### src/rtl/riscv_pkg.sv
// Shared fetch-path types: data width, boot address, fetch FSM states and queue entry layout.
package riscv_pkg;

   localparam int unsigned XLEN = 32;
   localparam logic [XLEN-1:0] RESET_PC_DEFAULT = 32'h0000_0000;

   typedef enum logic {
      StBoot,
      StRun
   } fetch_state_e;

   typedef struct packed {
      logic [XLEN-1:0] instr;
      logic [XLEN-1:0] pc;
   } fetch_entry_t;

   localparam int unsigned FETCH_ENTRY_W = $bits(fetch_entry_t);

   // Instructions are word aligned; the low two address bits are forced to zero.
   function automatic logic [XLEN-1:0] word_align(input logic [XLEN-1:0] addr);
      return addr & ~XLEN'(3);
   endfunction

endpackage

### src/rtl/fetch_fifo.sv
// Circular fetch queue with simultaneous push/pop and a synchronous flush.
module fetch_fifo #(
   parameter int unsigned Depth = 2,
   parameter int unsigned Width = 64,
   localparam int unsigned CntW = $clog2(Depth + 1),
   localparam int unsigned PtrW = (Depth > 1) ? $clog2(Depth) : 1
) (
   input  logic             clk_i,
   input  logic             rst_i,
   input  logic             flush_i,
   input  logic             push_i,
   input  logic [Width-1:0] wdata_i,
   input  logic             pop_i,
   output logic [Width-1:0] rdata_o,
   output logic [CntW-1:0]  count_o
);

   logic [Width-1:0] mem_q [Depth];
   logic [PtrW-1:0]  wr_ptr_q, wr_ptr_d;
   logic [PtrW-1:0]  rd_ptr_q, rd_ptr_d;
   logic [CntW-1:0]  count_q, count_d;
   logic             full, empty, do_push, do_pop;

   // Depth need not be a power of two, so pointers wrap explicitly.
   function automatic logic [PtrW-1:0] ptr_inc(input logic [PtrW-1:0] ptr);
      return (ptr == PtrW'(Depth - 1)) ? '0 : ptr + PtrW'(1);
   endfunction

   assign empty   = (count_q == '0);
   assign full    = (count_q == CntW'(Depth));
   assign do_pop  = pop_i && !empty;
   assign do_push = push_i && (!full || do_pop);

   // Next-state for pointers and occupancy; flush wins over push/pop.
   always_comb begin
      wr_ptr_d = wr_ptr_q;
      rd_ptr_d = rd_ptr_q;
      count_d  = count_q;
      if (flush_i) begin
         wr_ptr_d = '0;
         rd_ptr_d = '0;
         count_d  = '0;
      end else begin
         if (do_push) wr_ptr_d = ptr_inc(wr_ptr_q);
         if (do_pop)  rd_ptr_d = ptr_inc(rd_ptr_q);
         case ({do_push, do_pop})
            2'b10:   count_d = count_q + CntW'(1);
            2'b01:   count_d = count_q - CntW'(1);
            default: count_d = count_q;
         endcase
      end
   end

   // Pointer and occupancy registers.
   always_ff @(posedge clk_i) begin
      if (rst_i) begin
         wr_ptr_q <= '0;
         rd_ptr_q <= '0;
         count_q  <= '0;
      end else begin
         wr_ptr_q <= wr_ptr_d;
         rd_ptr_q <= rd_ptr_d;
         count_q  <= count_d;
      end
   end

   // Entry storage; payload needs no reset because occupancy gates the read side.
   always_ff @(posedge clk_i) begin
      if (do_push && !flush_i && !rst_i) begin
         mem_q[wr_ptr_q] <= wdata_i;
      end
   end

   assign rdata_o = empty ? '0 : mem_q[rd_ptr_q];
   assign count_o = count_q;

   // The producer's credit check must make a push into a full, non-draining queue impossible.
   a_no_overflow : assert property (@(posedge clk_i) disable iff (rst_i)
      !(push_i && full && !do_pop && !flush_i));

endmodule

### src/rtl/instr_fetch.sv
// Instruction fetch unit: issues word reads, queues responses and hands them to decode.
module instr_fetch
   import riscv_pkg::*;
#(
   parameter logic [XLEN-1:0] RESET_PC = RESET_PC_DEFAULT,
   parameter int unsigned     FQ_DEPTH = 2
) (
   input  logic            clk,
   input  logic            rst,
   input  logic            fetch_en,
   input  logic            redirect_valid,
   input  logic [XLEN-1:0] redirect_pc,
   output logic            imem_rd,
   output logic [XLEN-1:0] imem_addr,
   input  logic [XLEN-1:0] imem_instr,
   output logic            out_valid,
   input  logic            out_ready,
   output logic [XLEN-1:0] out_instr,
   output logic [XLEN-1:0] out_pc
);

   localparam int unsigned CntW = $clog2(FQ_DEPTH + 1);

   fetch_state_e    state_q;
   logic [XLEN-1:0] pc_q;
   logic [XLEN-1:0] resp_pc_q;
   logic            resp_pending_q;
   logic [CntW-1:0] fq_count;
   logic [CntW:0]   occupancy;
   logic            pop, push;
   fetch_entry_t    push_entry, head_entry;

   assign out_valid = !rst && (fq_count != '0) && !redirect_valid;
   assign pop       = out_valid && out_ready;
   assign push      = resp_pending_q && !redirect_valid;

   // Credit check: queued plus in-flight, less what leaves this cycle, must leave room.
   assign occupancy = {1'b0, fq_count} + {{CntW{1'b0}}, resp_pending_q}
                    - {{CntW{1'b0}}, pop};

   assign imem_rd   = !rst && (state_q == StRun) && fetch_en && !redirect_valid
                    && (occupancy < (CntW + 1)'(FQ_DEPTH));
   assign imem_addr = rst ? RESET_PC : pc_q;

   assign push_entry = '{instr: imem_instr, pc: resp_pc_q};
   assign out_instr  = rst ? '0 : head_entry.instr;
   assign out_pc     = rst ? '0 : head_entry.pc;

   // Boot/run sequencing, fetch pc and the one outstanding memory response.
   always_ff @(posedge clk) begin
      if (rst) begin
         state_q        <= StBoot;
         pc_q           <= RESET_PC;
         resp_pending_q <= 1'b0;
         resp_pc_q      <= '0;
      end else begin
         state_q <= StRun;
         if (redirect_valid) begin
            pc_q           <= word_align(redirect_pc);
            resp_pending_q <= 1'b0;
         end else begin
            resp_pending_q <= imem_rd;
            if (imem_rd) begin
               pc_q      <= pc_q + XLEN'(4);
               resp_pc_q <= pc_q;
            end
         end
      end
   end

   fetch_fifo #(
      .Depth (FQ_DEPTH),
      .Width (FETCH_ENTRY_W)
   ) u_fetch_fifo (
      .clk_i   (clk),
      .rst_i   (rst),
      .flush_i (redirect_valid),
      .push_i  (push),
      .wdata_i (push_entry),
      .pop_i   (pop),
      .rdata_o (head_entry),
      .count_o (fq_count)
   );

endmodule
### config.mk
export PLATFORM = sky130hd
export DESIGN_NAME = instr_fetch
export DESIGN_NICKNAME = d
export VERILOG_FILES = /design/src/rtl/riscv_pkg.sv /design/src/rtl/fetch_fifo.sv /design/src/rtl/instr_fetch.sv
export SDC_FILE = /design/constraint.sdc
export NUM_CORES = 1
export LEC_CHECK = 0
export CAP_MARGIN = 20
export CORE_UTILIZATION = 50
export CTS_CLUSTER_DIAMETER = 200
export DETAILED_ROUTE_END_ITERATION = 8
export GPL_TIMING_DRIVEN = 1
export PLACE_DENSITY = 0.78
export SYNTH_ARGS = -nofsm -noshare
export SYNTH_HDL_FRONTEND = slang
export SYNTH_SLANG_ARGS = --single-unit
### constraint.sdc
create_clock -name clk -period 12.55 [get_ports clk]
set_clock_uncertainty 0.2 [all_clocks]
set_input_delay 1.255 -clock clk [delete_from_list [all_inputs] [get_ports clk]]
set_output_delay 1.255 -clock clk [all_outputs]
set_load 0.02 [all_outputs]
; Word level (Yosys, flattened, before mapping)
; Memory sizes are Yosys's and may differ from the RTL's. A register that Yosys moved wholly into a read port is not among the register bits.
; Index checks and enable logic that the tools add are counted.
[totals]
inputBits = 69
out_inout_bits = 98
n_memories = 1
regBits = 70
wordCells = 58
mem_bits_rw = 128
[memory_table]
columns = name, words, word_bits, rd, rd_clocked_by_memory_dff, write_ports, line_no
row1 = u_fetch_fifo.mem_q, 2, 64, 1, 1, 1, fetch_fifo.sv:18  ; logic [Width-1:0] mem_q [Depth];
[op_classes]
magnitude_cmp = 1
bitwise_logic = 1
eq_ne = 3
n_reduce_logical = 23
muxes = 14
n_addsub = 7
[ops]
columns = operator, count
row1 = $mux 32, 5
row2 = $mux 64, 1
row3 = $add 32x3->32 const B, 1
row4 = $logic_and 1x1->1, 12
row5 = $mux 1, 7
row6 = $reduce_bool 2->1, 3
row7 = $eq 2x2->1 const B, 2
row8 = $logic_not 1->1, 4
row9 = $pmux 2 s2, 1
row10 = $add 2x1->3, 1
row11 = $lt 3x2->1 const B, 1
row12 = $sub 3x1->3, 1
row13 = $add 1x1->1 const B, 2
row14 = $add 2x1->2 const B, 1
row15 = $eq 2x1->1 const B, 1
row16 = $logic_not 2->1, 1
row17 = $reduce_and 2->1, 1
row18 = $reduce_or 2->1, 1
row19 = $sub 2x1->2 const B, 1
row20 = $logic_or 1x1->1, 1
row21 = $not 1->1, 1

; Longest topological paths before layout
[logic_depth]
word_depth = 11
ltp_mapped = 13
depth_no_buf = 10

; Modules after synthesis
; Synthesis repeated with hierarchy kept, for this count alone.
[hier_totals]
cells_unflattened = 783
hier_area_um2 = 8583.2
[modules_own_cells]
columns = mod, cells_per_inst, area_each_um2, instances
row1 = fetch_fifo, 295, 5027.3, 1
row2 = instr_fetch, 488, 3555.9, 1

; Worst setup path after synthesis
; No wires, ideal clock.
[synth_timing]
path_type = input-to-output
startpoint = input rst
endpoint = output imem_rd
path_stages = 11
arrival_ps = 3825
setup_slack_ps = 7270
path_buffers = 3
required_time_ps = 11095
cell_sequence = o21bai_1 -> clkbuf_1 -> nor3b_1 -> ha_1 -> nand2b_1 -> fa_1 -> and3_1 -> buf_1 -> nand3_1 -> clkinv_1 -> buf_1
[synth_via]
elab_chain_len = 7
elab_cells_between_ends = 10
classes_between = 1 x add/sub / 1 x order compare / 8 x reduce/logical
[synth_rtl]
columns = element, line_no
row1 = from (decl), instr_fetch.sv:9  ; input logic rst,
row2 = $logic_not 1->1 (*), "instr_fetch.sv:33, instr_fetch.sv:41"
row3 = $logic_and 1x1->1 (2 in a row), instr_fetch.sv:33  ; assign out_valid = !rst && (fq_count != '0) && !redirect_valid;
row4 = $logic_and 1x1->1, instr_fetch.sv:34  ; assign pop = out_valid && out_ready;
row5 = $sub 3x1->3, instr_fetch.sv:39  ; - {{CntW{1'b0}}, pop};
row6 = $lt 3x2->1, instr_fetch.sv:42  ; && (occupancy < (CntW + 1)'(FQ_DEPTH));
row7 = $logic_and 1x1->1 (*), instr_fetch.sv:42
row8 = to (decl), instr_fetch.sv:13  ; output logic imem_rd,
; Mark *: on every way between the ends. The rest lies on a longest branch, timed or not.

; Final worst setup path
[layout_timing]
startpoint = input redirect_valid
endpoint = output imem_rd
[layout_via]
elab_chain_len = 6
elab_cells_between_ends = 7
classes_between = 1 x add/sub / 1 x order compare / 5 x reduce/logical
[layout_rtl]
columns = element, line_no
row1 = from (decl), instr_fetch.sv:11  ; input logic redirect_valid,
row2 = $logic_not 1->1 (*), "instr_fetch.sv:33, instr_fetch.sv:41"
row3 = $logic_and 1x1->1, instr_fetch.sv:33
row4 = $logic_and 1x1->1, instr_fetch.sv:34
row5 = $sub 3x1->3, instr_fetch.sv:39
row6 = $lt 3x2->1, instr_fetch.sv:42
row7 = $logic_and 1x1->1 (*), instr_fetch.sv:42
; Marked as above.

==> flow_summary.json <==
{
  "ys_types": 53,
  "cp.arrival_ns": 4.59,
  "nets": 931,
  "timing.final.crit_share_pct": 48.2,
  "synth_ff_type": "edfxtp_1",
  "crit_top_cell": "clkdlybuf4s50_1",
  "p_leak_nw": 3.26,
  "rsz0062_at_grt": "false",
  "status": "finished, final reports clean",
  "met1_usage_pct": 29.1,
  "grt_max_degree": 94,
  "drt_iter0_drc": 432,
  "synth_edf_count": 124,
  "place_congestion": 0.869,
  "synth_top_area_share_pct": 45.7,
  "stdcell_count": 1088,
  "synth_commonest_cells": "edfxtp_1, nor2_1, nand2_1, dfxtp_1, mux2i_1",
  "dp.cells": 1056,
  "postCtsHoldBufs": 0,
  "die_h_um": 130,
  "grt_util_met3_pct": 4.71,
  "cts_setup_buffers": 0,
  "cts_tree": "yes",
  "wire_per_inst_um": 17.4,
  "min_period_ns": 6.04,
  "place_hpwl_um": 12300,
  "routed_wl_um": 18900,
  "gr-usage-all-layers_pct": 22.8,
  "fmax_mhz": 165,
  "htreeDepth": 4,
  "n_antenna_cell": 0,
  "grt_pass1_vias": 5719,
  "syn_to_final_growth_pct": 28.5,
  "hp-class": "reg -> reg",
  "slew_viol_final": 0,
  "ir_drop_mv": 0.101,
  "cp_max_fo": 30,
  "synth_top_area_cell": "edfxtp_1",
  "synth.most_common_cell": "edfxtp_1",
  "worstSetupEndpointType": "output pin",
  "crit_required_ns": 11.10,
  "grt_pass1_wl_um": 29000,
  "cts_buffers": 17,
  "syn_area_sq_um": 8140,
  "antenna_found_initial": 0,
  "io_buffers": 160,
  "synth-seq-cells": 191,
  "worst_slew_pin_slew_ns": 1.10,
  "synth.top_cells.by_area": "edfxtp_1, dfxtp_1, mux2i_1",
  "avgSynthCellArea_sq_um": 11.3,
  "critPathMaxStageDelay_ns": 0.62,
  "start_util_pct": 51.2,
  "clockBufferDepth": 2,
  "total_power_w": 0.00128,
  "worstSetupPathType": "in -> out",
  "hold_viol": 0,
  "drt-pass1-iter-count": 5,
  "top_usage_layer": "met2",
  "ys_seq_area_share_pct": 62.2,
  "cts.sinks": 191,
  "cellPowerDensity_nw_per_um2": 122,
  "met2_usage_pct": 37.6,
  "drcViolationCount": 0,
  "core.rowCount": 46,
  "cts_resized": 0,
  "die_area_sq_um": 16800,
  "startpoint_type": "input port",
  "core_sq_um": 15900,
  "root_buffer": "clkbuf_16",
  "dr_total_vias": 5927,
  "cap_viol_max_count": 0,
  "synth-async-reset-ratio_pct": 0,
  "layout-drive-gt1-share_pct": 5.85,
  "yosys_warnings": 0,
  "crit_chain": "clkdlybuf4s50_1 -> buf_4 -> nor3b_1 -> ha_1 -> nand2b_1 -> fa_1 -> xnor2_1 -> nand3_1 -> clkinv_1 -> clkdlybuf4s50_1",
  "setup_violations": 0,
  "top_level_ports": 167,
  "dieWidth_um": 130,
  "clkTransAtPathRegs_ns": 0.06,
  "stdcell_area_sq_um": 10500,
  "syn_inst": 719,
  "drtAntennaViolNets": 0,
  "max_slew_margin_pct": 26.6,
  "critPathSlowestCell": "clkdlybuf4s50_1",
  "tns_ns": 0,
  "clk_latency_ns": 0.43,
  "vias_per_cell": 5.45,
  "placed_area_sq_um": 9900,
  "gr-total-overflow": 0
}
[cells in the final DEF (no fill, tap or decap), types with 10 or more instances in the layout]
cell type | netlist | layout
clkdlybuf4s50_1 | 0 | 159
edfxtp_1 | 124 | 124
nor2_1 | 88 | 87
nand2_1 | 87 | 87
dfxtp_1 | 67 | 66
mux2i_1 | 64 | 64
a21oi_1 | 35 | 35
nor2b_1 | 29 | 29
nand3_1 | 17 | 17
clkbuf_16 | 0 | 17
or4_1 | 12 | 12
inv_1 | 10 | 10
nand4_1 | 10 | 10
a211oi_1 | 10 | 10
[critical path: cells and delay by family]
kind                       cells  cell delay (ns)
xor gates and xnor gates       1             0.54
adders and majority gates      2             0.70
buffers and inverters          4             1.36
and+or+nand+nor                3             0.71
[flip-flops by register name, indices dropped and copies added (netlist names), named ones only]
register / cells
pc_q: 30
resp_pc_q: 30
resp_pending_q: 1
state_q: 1
u_fetch_fifo.count_o: 2
u_fetch_fifo.mem_q: 124
u_fetch_fifo.rd_ptr_q: 1
u_fetch_fifo.wr_ptr_q: 1
[final cells by class]
cell class / count / area, sq um
well taps: 216 / 270
flip-flops and latches: 191 / 5070
clock buffers: 17 / 425
clock inverters: 15 / 136
multi-input cells: 469 / 2850
repair buffers: 169 / 1660
fillers: 1208 / 5430
inverters: 11 / 41.3
[logic make-up (layout without fill, tap and decap cells)]
| kind of cell | count (synthesis) | after routing | synth area share (%) |
|---|---|---|---|
| AND/OR/NAND/NOR | 296 | 296 | 17.6 |
| flip-flops | 191 | 191 | 62.2 |
| AO/OA/AOI/OAI | 92 | 92 | 7.56 |
| multiplexers | 64 | 64 | 7.87 |
| buffers and inverters | 62 | 212 | 3.09 |
| XOR/XNOR | 10 | 10 | 1.08 |
| adder cells (fa/ha/maj) | 3 | 3 | 0.553 |
| other | 1 | 4 | 0.0461 |
[report_power, final]
| part | leakage (nW) | switching [W] | internal (W) |
|---|---|---|---|
| clock | 0.265 | 0.000233 | 0.000276 |
| sequential | 1.59 | 0.0000152 | 0.000675 |
| combinational | 1.40 | 0.0000387 | 0.0000411 |
[path summary, 6_finish.rpt]
path                            depth (start not counted)                   endpoint                     from  slack [ns]
worst max register to register                         10                   pc_q[14]  u_fetch_fifo.count_o[1]        8.64
worst max-delay path                                   10                    imem_rd           redirect_valid        6.51
worst min register to register                          0  u_fetch_fifo.mem_q[0][11]            resp_pc_q[11]        0.26
worst min-delay path                                    0  u_fetch_fifo.mem_q[0][11]            resp_pc_q[11]        0.26
[through the flow]
step	setup WS, ns	util, %	hold WS, ns
2_1_floorplan	7.27	-	0.225
3_3_place_gp	6.53	62.3	0.232
3_5_place_dp	6.49	62.3	0.239
4_1_cts	6.49	65.8	0.257
5_1_grt	6.35	65.8	0.271
6_report	6.51	65.8	0.260
[metal layers]
| metal | wire [um] | vias to the layer above |
|---|---|---|
| met5 | 0 | - |
| met4 | 388 | 0 |
| met3 | 1260 | 28 |
| met2 | 9190 | 232 |
| met1 | 8110 | 2778 |
| li1 | - | 2889 |
(Power assumes the default switching activity.)
